File: config.mk
export PLATFORM = sky130hd
export DESIGN_NAME = spi_pingpong_rx_buf
export DESIGN_NICKNAME = d
export VERILOG_FILES = /design/src/rtl/spi_pp_pkg.sv /design/src/rtl/spi_pp_dpram.sv /design/src/rtl/spi_pingpong_rx_buf.sv
export SDC_FILE = /design/constraint.sdc
export NUM_CORES = 1
export LEC_CHECK = 0
export BUFFER_PORTS_ARGS = -buffer_cell sky130_fd_sc_hd__buf_2
export CORE_ASPECT_RATIO = 0.75
export CORE_MARGIN = 8
export CORE_UTILIZATION = 55
export DETAILED_ROUTE_END_ITERATION = 8
export PLACE_DENSITY = 0.68
export SLEW_MARGIN = 10
export SYNTH_ARGS = -nofsm -noshare
export SYNTH_HDL_FRONTEND = slang
export SYNTH_SLANG_ARGS = --single-unit
File: constraint.sdc
create_clock -name clk -period 5.5 [get_ports clk]
set_input_delay 0.55 -clock clk [delete_from_list [all_inputs] [get_ports clk]]
set_output_delay 0.55 -clock clk [all_outputs]
set_load 0.05 [all_outputs]
File: src/rtl/spi_pp_pkg.sv
// rtl/spi_pp_pkg.sv - shared constants and types for the SPI ping-pong receive buffer
//
// Purpose: default bank depth, byte width and the read-side FSM state encoding.
// Ports:   none (package).
package spi_pp_pkg;

   localparam int DEPTH_DEFAULT = 16;
   localparam int BYTE_W        = 8;

   typedef enum logic [1:0] {
      IDLE   = 2'd0,
      FETCH  = 2'd1,
      STREAM = 2'd2
   } rdState_t;

endpackage

File: src/rtl/spi_pp_dpram.sv
// rtl/spi_pp_dpram.sv - simple dual-port RAM holding both ping-pong banks
//
// Purpose: 2*DEPTH x BYTE_W storage, one write port and one synchronous read
//          port with one clock of latency. Address is {bank, offset}.
// Ports:   clk              clock
//          we, waddr, wdata write port
//          re, raddr        read request; rdata valid the cycle after re
//          rdata            registered read data
module spi_pp_dpram
   import spi_pp_pkg::*;
#(
   parameter int DEPTH = DEPTH_DEFAULT,
   parameter int AW    = 4
) (
   input  logic              clk,
   input  logic              we,
   input  logic [AW:0]       waddr,
   input  logic [BYTE_W-1:0] wdata,
   input  logic              re,
   input  logic [AW:0]       raddr,
   output logic [BYTE_W-1:0] rdata
);

   logic [BYTE_W-1:0] mem [2*DEPTH];

   // No reset: contents survive reset, and the reader never consumes an
   // unwritten location because it only reads up to the closed length.
   always_ff @(posedge clk) begin
      if (we) begin
         mem[waddr] <= wdata;
      end
      if (re) begin
         rdata <= mem[raddr];
      end
   end

endmodule

File: src/rtl/spi_pingpong_rx_buf.sv
// rtl/spi_pingpong_rx_buf.sv - ping-pong byte buffer between an SPI slave and a stream consumer
//
// Purpose: bytes strobed by the SPI slave fill one bank while the other bank,
//          once closed (full or frame end), is streamed out over valid/ready.
// Ports:   clk, rst_n                       clock, async active-low reset
//          byte_received, received_data     byte strobe and data from the SPI slave
//          frame_end                        strobe: SPI frame ended
//          rd_valid, rd_data, rd_last       output byte stream (rd_last = last byte of bank)
//          rd_ready                         consumer accept
//          bank_full                        bit i: bank i closed and owned by the reader
//          overflow, ovf_clear              sticky drop flag and its clear
module spi_pingpong_rx_buf
   import spi_pp_pkg::*;
#(
   parameter int DEPTH = DEPTH_DEFAULT,
   parameter int AW    = 4
) (
   input  logic              clk,
   input  logic              rst_n,
   input  logic              byte_received,
   input  logic [BYTE_W-1:0] received_data,
   input  logic              frame_end,
   output logic              rd_valid,
   output logic [BYTE_W-1:0] rd_data,
   output logic              rd_last,
   input  logic              rd_ready,
   output logic [1:0]        bank_full,
   output logic              overflow,
   input  logic              ovf_clear
);

   // write side
   logic          wrBank;
   logic [AW-1:0] wrAddr;
   logic [AW:0]   len [2];
   logic          wrAccept;
   logic          wrFill;
   logic          closeNow;
   logic [AW:0]   closeLen;
   logic [1:0]    setMask;

   // read side
   rdState_t          state, stateNext;
   logic              rdBank, rdBankNext;
   logic [AW-1:0]     rdAddr, rdAddrNext;
   logic [BYTE_W-1:0] rdDataNext;
   logic              rdValidNext, rdLastNext;
   logic [1:0]        clrMask;
   logic              ramRe;
   logic [BYTE_W-1:0] ramQ;
   logic [AW:0]       curLen;

   assign wrAccept = byte_received & ~bank_full[wrBank];
   assign wrFill   = wrAccept && (wrAddr == AW'(DEPTH - 1));
   // A byte arriving with frame_end is written first and then one close
   // covers both; a filling byte already closes, so frame_end adds nothing.
   assign closeNow = wrFill | (frame_end & (wrAccept | (wrAddr != '0)));
   assign closeLen = wrFill   ? (AW+1)'(DEPTH) :
                     wrAccept ? {1'b0, wrAddr} + (AW+1)'(1) :
                                {1'b0, wrAddr};
   assign setMask  = closeNow ? (2'b01 << wrBank) : 2'b00;

   always_ff @(posedge clk or negedge rst_n) begin
      if (!rst_n) begin
         wrBank    <= 1'b0;
         wrAddr    <= '0;
         len[0]    <= '0;
         len[1]    <= '0;
         bank_full <= 2'b00;
         overflow  <= 1'b0;
      end else begin
         if (closeNow) begin
            len[wrBank] <= closeLen;
            wrBank      <= ~wrBank;
            wrAddr      <= '0;
         end else if (wrAccept) begin
            wrAddr <= wrAddr + AW'(1);
         end
         // Writer sets only its own bank, reader clears only its own; they
         // never target the same bit, so both can land in one cycle.
         bank_full <= (bank_full | setMask) & ~clrMask;
         if (byte_received & bank_full[wrBank]) begin
            overflow <= 1'b1;
         end else if (ovf_clear) begin
            overflow <= 1'b0;
         end
      end
   end

   assign curLen = len[rdBank];

   always_comb begin
      stateNext   = state;
      rdBankNext  = rdBank;
      rdAddrNext  = rdAddr;
      rdDataNext  = rd_data;
      rdValidNext = rd_valid;
      rdLastNext  = rd_last;
      ramRe       = 1'b0;
      clrMask     = 2'b00;
      case (state)
         IDLE: begin
            rdValidNext = 1'b0;
            if (bank_full[rdBank]) begin
               rdAddrNext = '0;
               ramRe      = 1'b1;
               stateNext  = FETCH;
            end
         end
         FETCH: begin
            rdDataNext  = ramQ;
            rdValidNext = 1'b1;
            rdLastNext  = ({1'b0, rdAddr} == curLen - (AW+1)'(1));
            stateNext   = STREAM;
         end
         STREAM: begin
            if (rd_ready) begin
               rdValidNext = 1'b0;
               if (rd_last) begin
                  rdLastNext = 1'b0;
                  clrMask    = 2'b01 << rdBank;
                  rdBankNext = ~rdBank;
                  stateNext  = IDLE;
               end else begin
                  rdAddrNext = rdAddr + AW'(1);
                  ramRe      = 1'b1;
                  stateNext  = FETCH;
               end
            end
         end
         default: stateNext = IDLE;
      endcase
   end

   always_ff @(posedge clk or negedge rst_n) begin
      if (!rst_n) begin
         state    <= IDLE;
         rdBank   <= 1'b0;
         rdAddr   <= '0;
         rd_data  <= '0;
         rd_valid <= 1'b0;
         rd_last  <= 1'b0;
      end else begin
         state    <= stateNext;
         rdBank   <= rdBankNext;
         rdAddr   <= rdAddrNext;
         rd_data  <= rdDataNext;
         rd_valid <= rdValidNext;
         rd_last  <= rdLastNext;
      end
   end

   spi_pp_dpram #(.DEPTH(DEPTH), .AW(AW)) uRam (
      .clk   (clk),
      .we    (wrAccept),
      .waddr ({wrBank, wrAddr}),
      .wdata (received_data),
      .re    (ramRe),
      .raddr ({rdBank, rdAddrNext}),
      .rdata (ramQ)
   );

endmodule
==> impl_metrics.env, run 1 <==
export IMPL_status="finished, final reports clean"
export IMPL_yosysTopAreaCell="edfxtp_1"
export IMPL_synth_distinct_cells=47
export IMPL_antenna_found_initial=0
export IMPL_crit_type="register to register"
export IMPL_cts_sinks=299
export IMPL_drcViolationCount=0
export IMPL_synth_most_common_cell="nand2_1"
export IMPL_synthTopCellsByArea="edfxtp_1 (66%), nand2_1 (8.7%), dfrtp_1 (7.3%)"
export IMPL_crit_fanout=20
export IMPL_yosysWarnings=0
export IMPL_dp_cells=1225
export IMPL_synth_area_sq_um=12000
export IMPL_post_cts_resized=0
export IMPL_first_iter_violations=1022
export IMPL_track_usage_pct=22.2
export IMPL_max_slew_worst_pin_slew_ps=1250
export IMPL_pre_cts_ws_ps=2050
export IMPL_drive_above_1_share_pct=10.2
export IMPL_p_per_area_nw_per_um2=465
export IMPL_rsz0062_at_grt="no"
export IMPL_wl_per_cell_um=23.2
export IMPL_fin_setup_tns_ps=0
export IMPL_min_delay_path_class="input port to async pin"
export IMPL_synth_edf_count=264
export IMPL_ctsRootBufferMaster="clkbuf_16"
export IMPL_vias=7638
export IMPL_peakVddDrop_mv=0.377
export IMPL_hold_viol=0
export IMPL_routed_via_density=5.98
export IMPL_setup_viol=0
export IMPL_grt_pass1_wl_mm=44.9
export IMPL_setup_ws_ps=1960
export IMPL_worstPathArrival_ps=3820
export IMPL_ctsHoldBuffers=0
export IMPL_p_leak_nw=4.65
export IMPL_core_area_sq_um=21800
export IMPL_fp_dieArea_sq_um=26900
export IMPL_clkTransAtPathRegs_ps=60
export IMPL_initial_core_util_pct=55.2
export IMPL_drv_cap=0
export IMPL_grt_pass1_vias=7245
export IMPL_async_flop_share_pct=11.7
export IMPL_ys_top_cells_by_count="nand2_1 (277), edfxtp_1 (264), nand3_1 (102), nand4_1 (43), nor2_1 (42)"
export IMPL_slew_headroom_pct=16.4
export IMPL_ys_flop_type="edfxtp_1"
export IMPL_gp_congestion=0.868
export IMPL_synthCells=946
export IMPL_start_kind="register"
export IMPL_end_kind="register"
export IMPL_die_h_um=144
export IMPL_r2r_cells=8
export IMPL_grt_max_degree=87
export IMPL_synth_top_cell_area_share_pct=66.0
export IMPL_skew_ps=21.0
export IMPL_dieWidth_um=187
export IMPL_ant_nets=0
export IMPL_syn_nets=966
export IMPL_max_freq_mhz=282
export IMPL_final_cells=1278
export IMPL_num_rows=47
export IMPL_drt_wl_total_mm=29.7
export IMPL_dp_hpwl_mm=18.5
export IMPL_clkLatencyLatePin_ps=550
export IMPL_drt_pass1_iter_count=6
export IMPL_synth_avg_cell_area_sq_um=12.7
export IMPL_cts_setup_buffers=0
export IMPL_whs_ps=106
export IMPL_nets=982
export IMPL_grt_overflow_total=0
export IMPL_diodes=0
export IMPL_cts_tree="done"
export IMPL_fin_crit_ps=3540
export IMPL_critPathRequiredTime_ps=5780
export IMPL_cts_buffers=29
export IMPL_maxSlewViolCount=0
export IMPL_clk_path_buf_depth=3
export IMPL_seq_area_frac_synth_pct=73.3
export IMPL_fin_crit_sh_pct=64.4
export IMPL_ys_seq_elements=299
export IMPL_io_pins=27
export IMPL_htreeDepth=1
export IMPL_io_buffers=26
export IMPL_area_growth_syn_to_layout_pct=10.5
## report_power, final
| part | switching (mW) | total, mW | internal (mW) |
|---|---|---|---|
| combinational | 1.05 | 1.46 | 0.414 |
| sequential | 0.141 | 2.77 | 2.63 |
| clock | 0.833 | 1.94 | 1.11 |
## worst paths after layout
path	to	start	slack (ps)
min in group clk	overflow	ovf_clear	200
min	rd_data[2]	rst_n	110
max in group asynchronous	state[0]	rst_n	4870
max	uRam.rdata[5]	rdBank	1960
min reg2reg	len[3]	len[3]	490
max reg2reg	uRam.rdata[5]	rdBank	1960
## layout make-up
type	count	area, sq um
clock buffer	32	737
clock inverter	21	184
fill	1673	8480
inverter	10	40.0
multi-input combinational	586	2940
sequential	299	8800
tap	294	368
timing repair buffer	36	205
## sequential cells by signal (all words and copies together) (netlist names)
register    cells
rd_data         8
len            10
rd_last         1
uRam.rdata      8
uRam.mem      256
wrAddr          4
overflow        1
rdAddr          4
state           2
bank_full       2
wrBank          1
rd_valid        1
rdBank          1
## cells by family (layout without fill, tap and decap cells)
| family | count (synthesis) | in the layout | share of synthesized area (%) |
|---|---|---|---|
| and+or+nand+nor | 490 | 490 | 18.0 |
| DFF | 299 | 299 | 73.3 |
| AOI/OAI and AO/OA | 61 | 61 | 3.40 |
| buffers and inverters | 61 | 99 | 2.30 |
| muxes | 20 | 20 | 1.80 |
| xor gates and xnor gates | 9 | 9 | 0.656 |
| adders and majority gates | 6 | 6 | 0.625 |
## per-layer routing
metal / vias up / part of all wire (%) / track usage [%]
li1: 3458 / - / -
met1: 3736 / 45 / 33.7
met2: 400 / 43 / 32.7
met3: 44 / 9.8 / 4.34
met4: 0 / 2.0 / 5.50
met5: - / 0 / 0
## metrics by stage
| step | cell area [sq um] | utilization [%] | total power, mW |
|---|---|---|---|
| floorplan | 12000 | - | 3.79 |
| global placement | 12400 | 56.8 | 4.25 |
| detailed placement | 12400 | 56.8 | 4.26 |
| CTS | 13300 | 61.0 | 6.18 |
| global route | 13300 | 61.0 | 6.42 |
| finish | 13300 | 61.0 | 6.17 |
## cell usage in the layout, fill, tap and decap left out, types with 8 or more instances in the layout
| cell | instances |
|---|---|
| a31oi_1 | 32 |
| nor2_1 | 41 |
| edfxtp_1 | 264 |
| nand3_1 | 102 |
| clkinv_1 | 9 |
| mux2_2 | 12 |
| dfrtp_1 | 35 |
| buf_2 | 26 |
| nand2_1 | 277 |
| buf_4 | 10 |
| nand4_1 | 43 |
| clkbuf_16 | 29 |
| inv_1 | 8 |
## critical path: stages (launching register included)
cell and delay [ps]:
dfrtp_1 700, mux2i_1 220, or3_4 380, a31o_4 260
nor2_2 830, buf_4 360, nand3_1 90, nand4_1 270
nand4_1 140
(Power assumes the default switching activity.)
==> run 2, diff against run 1 <==
--- a/config.mk
+++ b/config.mk
@@ -5,12 +5,13 @@
 export SDC_FILE = /design/constraint.sdc
 export NUM_CORES = 1
 export LEC_CHECK = 0
+export ABC_AREA = 1
 export BUFFER_PORTS_ARGS = -buffer_cell sky130_fd_sc_hd__buf_2
 export CORE_ASPECT_RATIO = 0.75
 export CORE_MARGIN = 8
 export CORE_UTILIZATION = 55
 export DETAILED_ROUTE_END_ITERATION = 8
-export PLACE_DENSITY = 0.68
+export PLACE_DENSITY = 0.71
 export SLEW_MARGIN = 10
 export SYNTH_ARGS = -nofsm -noshare
 export SYNTH_HDL_FRONTEND = slang
==> constraint.sdc (replaced) <==
create_clock -name clk -period 2.98 [get_ports clk]
set_input_delay 0.298 -clock clk [delete_from_list [all_inputs] [get_ports clk]]
set_output_delay 0.298 -clock clk [all_outputs]
set_load 0.05 [all_outputs]
==> impl_metrics.env, run 2 <==
export IMPL_p_per_area_nw_per_um2=861
export IMPL_fin_crit_ps=2750
export IMPL_layout_common_cells="nand2_1 (313), nand3_1 (282), edfxtp_1 (264)"
export IMPL_drv_cap=0
export IMPL_status="finished, final reports clean"
export IMPL_setup_viol=0
export IMPL_end_kind="register"
export IMPL_ys_top_cells_by_count="nand2_1 (313), nand3_1 (283), edfxtp_1 (264), inv_1 (152), nor2_1 (53)"
export IMPL_r2r_cells=12
export IMPL_whs_endpoint="overflow"
export IMPL_seq_area_frac_synth_pct=65.9
export IMPL_syn_nets=1298
export IMPL_p_leak_nw=6.14
export IMPL_max_slew_worst_pin_slew_ps=925
export IMPL_ctsRootBufferMaster="clkbuf_16"
export IMPL_synth_distinct_cells=36
export IMPL_core_area_sq_um=23900
export IMPL_track_usage_pct=22.3
export IMPL_first_iter_violations=1295
export IMPL_synthTopCellsByArea="edfxtp_1 (59%), nand3_1 (11%), nand2_1 (8.8%)"
export IMPL_critPathLaunch="rd_ready"
export IMPL_skew_ps=10.0
export IMPL_cts_buffers=28
export IMPL_clk_path_buf_depth=3
export IMPL_nets=1336
export IMPL_rrSetupSlack_ps=250
export IMPL_initial_core_util_pct=55.9
export IMPL_synth_avg_cell_area_sq_um=10.5
export IMPL_crit_fanout=28
export IMPL_drive_above_1_share_pct=11.1
export IMPL_synth_top_cell_area_share_pct=59.3
export IMPL_num_rows=49
export IMPL_grt_pass1_vias=8926
export IMPL_reg2reg_from="rdAddr[0]"
export IMPL_critPathRequiredTime_ps=3380
export IMPL_grt_overflow_total=0
export IMPL_clkLatencyLatePin_ps=540
export IMPL_dp_hpwl_mm=20.1
export IMPL_wl_per_cell_um=20.0
export IMPL_async_flop_share_pct=11.7
export IMPL_start_kind="input port"
export IMPL_cts_setup_buffers=0
export IMPL_slew_headroom_pct=38.3
export IMPL_setup_ws_ps=226
export IMPL_synthCells=1278
export IMPL_yosysTopAreaCell="edfxtp_1"
export IMPL_fp_dieArea_sq_um=29600
export IMPL_worstPathArrival_ps=3160
export IMPL_yosysWarnings=0
export IMPL_dieWidth_um=196
export IMPL_synth_edf_count=264
export IMPL_io_pins=27
export IMPL_reg_top3="uRam.mem (256), len (10)"
export IMPL_vias=9447
export IMPL_hold_path_depth=3
export IMPL_diodes=0
export IMPL_synth_most_common_cell="nand2_1"
export IMPL_antenna_found_initial=0
export IMPL_fin_setup_tns_ps=0
export IMPL_r2r_end="uRam.rdata[3]"
export IMPL_cts_sinks=299
export IMPL_drt_pass1_iter_count=5
export IMPL_min_delay_path_class="input port to register"
export IMPL_clkTransAtPathRegs_ps=70
export IMPL_whs_ps=36.8
export IMPL_grt_pass1_wl_mm=50.9
export IMPL_top_register="uRam.mem"
export IMPL_cts_tree="done"
export IMPL_ys_seq_elements=299
export IMPL_largest_register_ffs=256
export IMPL_htreeDepth=1
export IMPL_drcViolationCount=0
export IMPL_crit_type="input port to register"
export IMPL_fillers=1868
export IMPL_synth_area_sq_um=13400
export IMPL_grt_max_degree=91
export IMPL_gp_congestion=0.841
export IMPL_die_h_um=151
export IMPL_routed_via_density=5.75
export IMPL_io_buffers=26
export IMPL_hold_viol=0
export IMPL_ys_flop_type="edfxtp_1"
export IMPL_fin_crit_sh_pct=92.4
export IMPL_rsz0062_at_grt="no"
export IMPL_drt_wl_total_mm=32.9
export IMPL_max_freq_mhz=363
export IMPL_final_common_cell="nand2_1"
export IMPL_area_growth_syn_to_layout_pct=11.4
export IMPL_pre_cts_ws_ps=289
export IMPL_peakVddDrop_mv=0.510
export IMPL_maxSlewViolCount=0
export IMPL_hp_start="byte_received"
export IMPL_ant_nets=0
-- run 2: final cells by class --
| class | instances | area (sq um) | share of cell area, % |
|---|---|---|---|
| multi-input combinational | 747 | 3570 | 24.0 |
| clock inverter | 12 | 133 | 0.891 |
| sequential | 299 | 8800 | 59.2 |
| inverter | 162 | 608 | 4.09 |
| clock buffer | 40 | 797 | 5.36 |
| tap | 306 | 383 | 2.57 |
| timing repair buffer | 78 | 591 | 3.97 |
-- run 2: worst max path at each step --
stage,to,slack (ps),depth (start not counted)
global placement,uRam.rdata[3],340,12
CTS,uRam.rdata[4],290,12
global route,uRam.rdata[4],50,15
floorplan,uRam.rdata[0],870,13
detailed placement,uRam.rdata[4],290,14
finish,uRam.rdata[3],230,15
-- run 2: power by group --
group | switching [mW] | total [mW] | leakage (nW) | internal (mW)
logic | 2.89 | 4.11 | 2.86 | 1.22
clock network | 1.49 | 3.61 | 0.461 | 2.11
registers | 0.193 | 5.10 | 2.82 | 4.90
-- run 2: through the flow --
step / utilization (%) / power (mW) / instance area [sq um] / cells
after floorplan: - / 8.01 / 13400 / 1278
after global placement: 58.2 / 9.15 / 13900 / 1589
after detailed placement: 58.2 / 9.22 / 13900 / 1589
after CTS: 62.2 / 12.8 / 14900 / 1644
after global routing: 62.2 / 13.4 / 14900 / 1644
final: 62.2 / 12.8 / 14900 / 1644
-- run 2: kinds of logic after synthesis --
kind of cell	count (synthesis)	synth area share (%)
AO/OA/AOI/OAI	33	1.47
XOR/XNOR	4	0.262
adder cells (fa/ha/maj)	6	0.562
buffers and inverters	232	7.63
flip-flops	299	65.9
multiplexers	9	0.749
AND/OR/NAND/NOR	695	23.4
-- run 2: metal layers --
metal  wire length [um]  up-vias  GRT usage [%]
met5                  0        -              0
met4                999        0           7.11
met3               3470       70           5.88
met2              14600      452           33.8
met1              13900     4560           31.3
li1                   -     4365              -
-- run 2: critical path, stage by stage --
cell and delay (ps):
dlygate4sd3_1 520, buf_2 120, inv_1 70, nor2_1 200, nand3_1 100, nand2_1 150, inv_2 60, nor2_4 620
buf_4 350, nand3_1 100, nand3_1 150, nand3_1 100, nand2_1 80, nand2_1 120, nand2_1 100
-- run 2: timing repair --
action,in CTS,in global routing
hold buffers,3,0
hold endpoints to repair,37,0
gates resized for setup,0,0
==> run 3, diff against run 2 <==
--- a/config.mk
+++ b/config.mk
@@ -7,7 +7,6 @@
 export LEC_CHECK = 0
 export ABC_AREA = 1
 export BUFFER_PORTS_ARGS = -buffer_cell sky130_fd_sc_hd__buf_2
-export CORE_ASPECT_RATIO = 0.75
 export CORE_MARGIN = 8
 export CORE_UTILIZATION = 55
 export DETAILED_ROUTE_END_ITERATION = 8
==> impl_metrics.env, run 3 (same netlist as run 2, synthesis figures left out) <==
export IMPL_whs_ps=26.0
export IMPL_min_delay_path_class="input port to register"
export IMPL_grt_pass1_wl_mm=50.2
export IMPL_num_rows=57
export IMPL_seq_area_sq_um=8800
export IMPL_setup_ws_ps=254
export IMPL_hold_viol=0
export IMPL_drv_cap=0
export IMPL_ctsRootBufferMaster="clkbuf_16"
export IMPL_largest_register_ffs=256
export IMPL_track_usage_pct=22.1
export IMPL_setup_viol=0
export IMPL_wl_per_cell_um=19.0
export IMPL_ant_nets=0
export IMPL_worstPathArrival_ps=3090
export IMPL_drt_wl_total_mm=31.5
export IMPL_power_total_mw=12.9
export IMPL_dieWidth_um=172
export IMPL_maxSlewViolCount=0
export IMPL_drcViolationCount=0
export IMPL_io_buffers=26
export IMPL_critPathRequiredTime_ps=3350
export IMPL_crit_fanout=36
export IMPL_drt_pass1_iter_count=5
export IMPL_area_growth_syn_to_layout_pct=11.9
export IMPL_first_iter_violations=1095
export IMPL_dp_hpwl_mm=19.2
export IMPL_multi_input_area_sq_um=3570
export IMPL_final_common_cell="nand2_1"
export IMPL_p_leak_nw=6.14
export IMPL_start_kind="register"
export IMPL_max_freq_mhz=367
export IMPL_cts_buffers=34
export IMPL_dp_cells=1594
export IMPL_peakVddDrop_mv=0.652
export IMPL_top_register="uRam.mem"
export IMPL_crit_type="register to register"
export IMPL_cts_sinks=299
export IMPL_routed_via_density=5.50
export IMPL_fillers=1950
export IMPL_reg_top3="uRam.mem (256), len (10)"
export IMPL_clk_path_buf_depth=3
export IMPL_io_pins=27
export IMPL_max_slew_worst_pin_slew_ps=886
export IMPL_post_route_cell_area_sq_um=14900
export IMPL_pre_cts_ws_ps=274
export IMPL_cts_tree="done"
export IMPL_clkTransAtPathRegs_ps=60
export IMPL_grt_overflow_total=0
export IMPL_antenna_found_initial=0
export IMPL_fin_crit_sh_pct=91.5
export IMPL_core_area_sq_um=24100
export IMPL_grt_pass1_vias=9070
export IMPL_end_kind="register"
export IMPL_drive_above_1_share_pct=10.6
export IMPL_die_h_um=172
export IMPL_cts_setup_buffers=0
export IMPL_dpl_instance_area_sq_um=13900
export IMPL_p_per_area_nw_per_um2=865
export IMPL_htreeDepth=2
export IMPL_final_core_util_pct=62.0
export IMPL_slew_headroom_pct=40.8
export IMPL_initial_core_util_pct=55.4
export IMPL_gp_congestion=0.865
export IMPL_clkLatencyLatePin_ps=500
export IMPL_rsz0062_at_grt="no"
export IMPL_fin_crit_ps=2730
export IMPL_final_cells=1654
export IMPL_fin_setup_tns_ps=0
export IMPL_fp_dieArea_sq_um=29500
export IMPL_nets=1328
export IMPL_status="finished, final reports clean"
export IMPL_layout_common_cells="nand2_1 (313), nand3_1 (282), edfxtp_1 (264)"
export IMPL_skew_ps=10.7
export IMPL_vias=9100
export IMPL_grt_max_degree=86
export IMPL_diodes=0
==> run 3: cell types whose count changed in the layout (fill, tap and decap cells not counted) <==
| cell | delta |
|---|---|
| clkinv_1 | +2 |
| inv_8 | +1 |
| buf_12 | +1 |
| dlygate4sd3_1 | -1 |
| clkbuf_16 | +8 |
| clkbuf_8 | -1 |
| buf_6 | +1 |
| bufinv_16 | -2 |
| buf_4 | -15 |
| clkinv_2 | -1 |
| clkbuf_1 | -1 |
==> run 3: power by group <==
group / internal, mW / leakage (nW) / total, mW / switching [mW]
combinational: 1.18 / 2.79 / 3.86 / 2.68
clock: 2.39 / 0.529 / 3.96 / 1.58
sequential: 4.91 / 2.82 / 5.11 / 0.204
total: 8.47 / 6.14 / 12.9 / 4.46
==> run 3: what timing repair did <==
action	4_1_cts	5_1_grt
hold buffers	2	0
gates resized for setup	0	1
endpoints found under the hold margin	36	0
setup endpoints to repair	0	1
==> run 3: worst paths after layout <==
path | start | end | slack, ps | depth (start not counted)
max | rdAddr[0] | uRam.rdata[4] | 250 | 12
min | rd_ready | state[1] | 30 | 2
max reg2reg | rdAddr[0] | uRam.rdata[4] | 250 | 12
min reg2reg | len[7] | len[7] | 490 | 2
max in group asynchronous | rst_n | rd_data[0] | 2040 | 2
min in group asynchronous | rst_n | len[1] | 430 | 2
==> run 3: layer usage <==
metal	global-route usage [%]	vias to the layer above	wire [um]
li1	-	4348	-
met1	28.5	4328	12800
met2	37.5	356	15500
met3	4.06	68	2390
met4	6.75	0	760
met5	0	-	0
==> run 3: cell type report <==
cell class	count	area share, %
clock buffer	46	6.55
clock inverter	12	0.578
inverter	162	4.07
multi-input combinational	747	23.9
sequential	299	58.9
tap	324	2.71
timing repair buffer	64	3.34
==> run 3: worst max-delay path, stage by stage, from the launching register on <==
cell     delay [ps]
dfrtp_1         450
ha_1            330
nand3_1          70
nand2_1         150
inv_2            60
nor2_4          680
buf_12          300
nand3_1         140
nand3_1         100
nand3_1          90
nand2_1          80
nand2_1          60
nand2_1          60
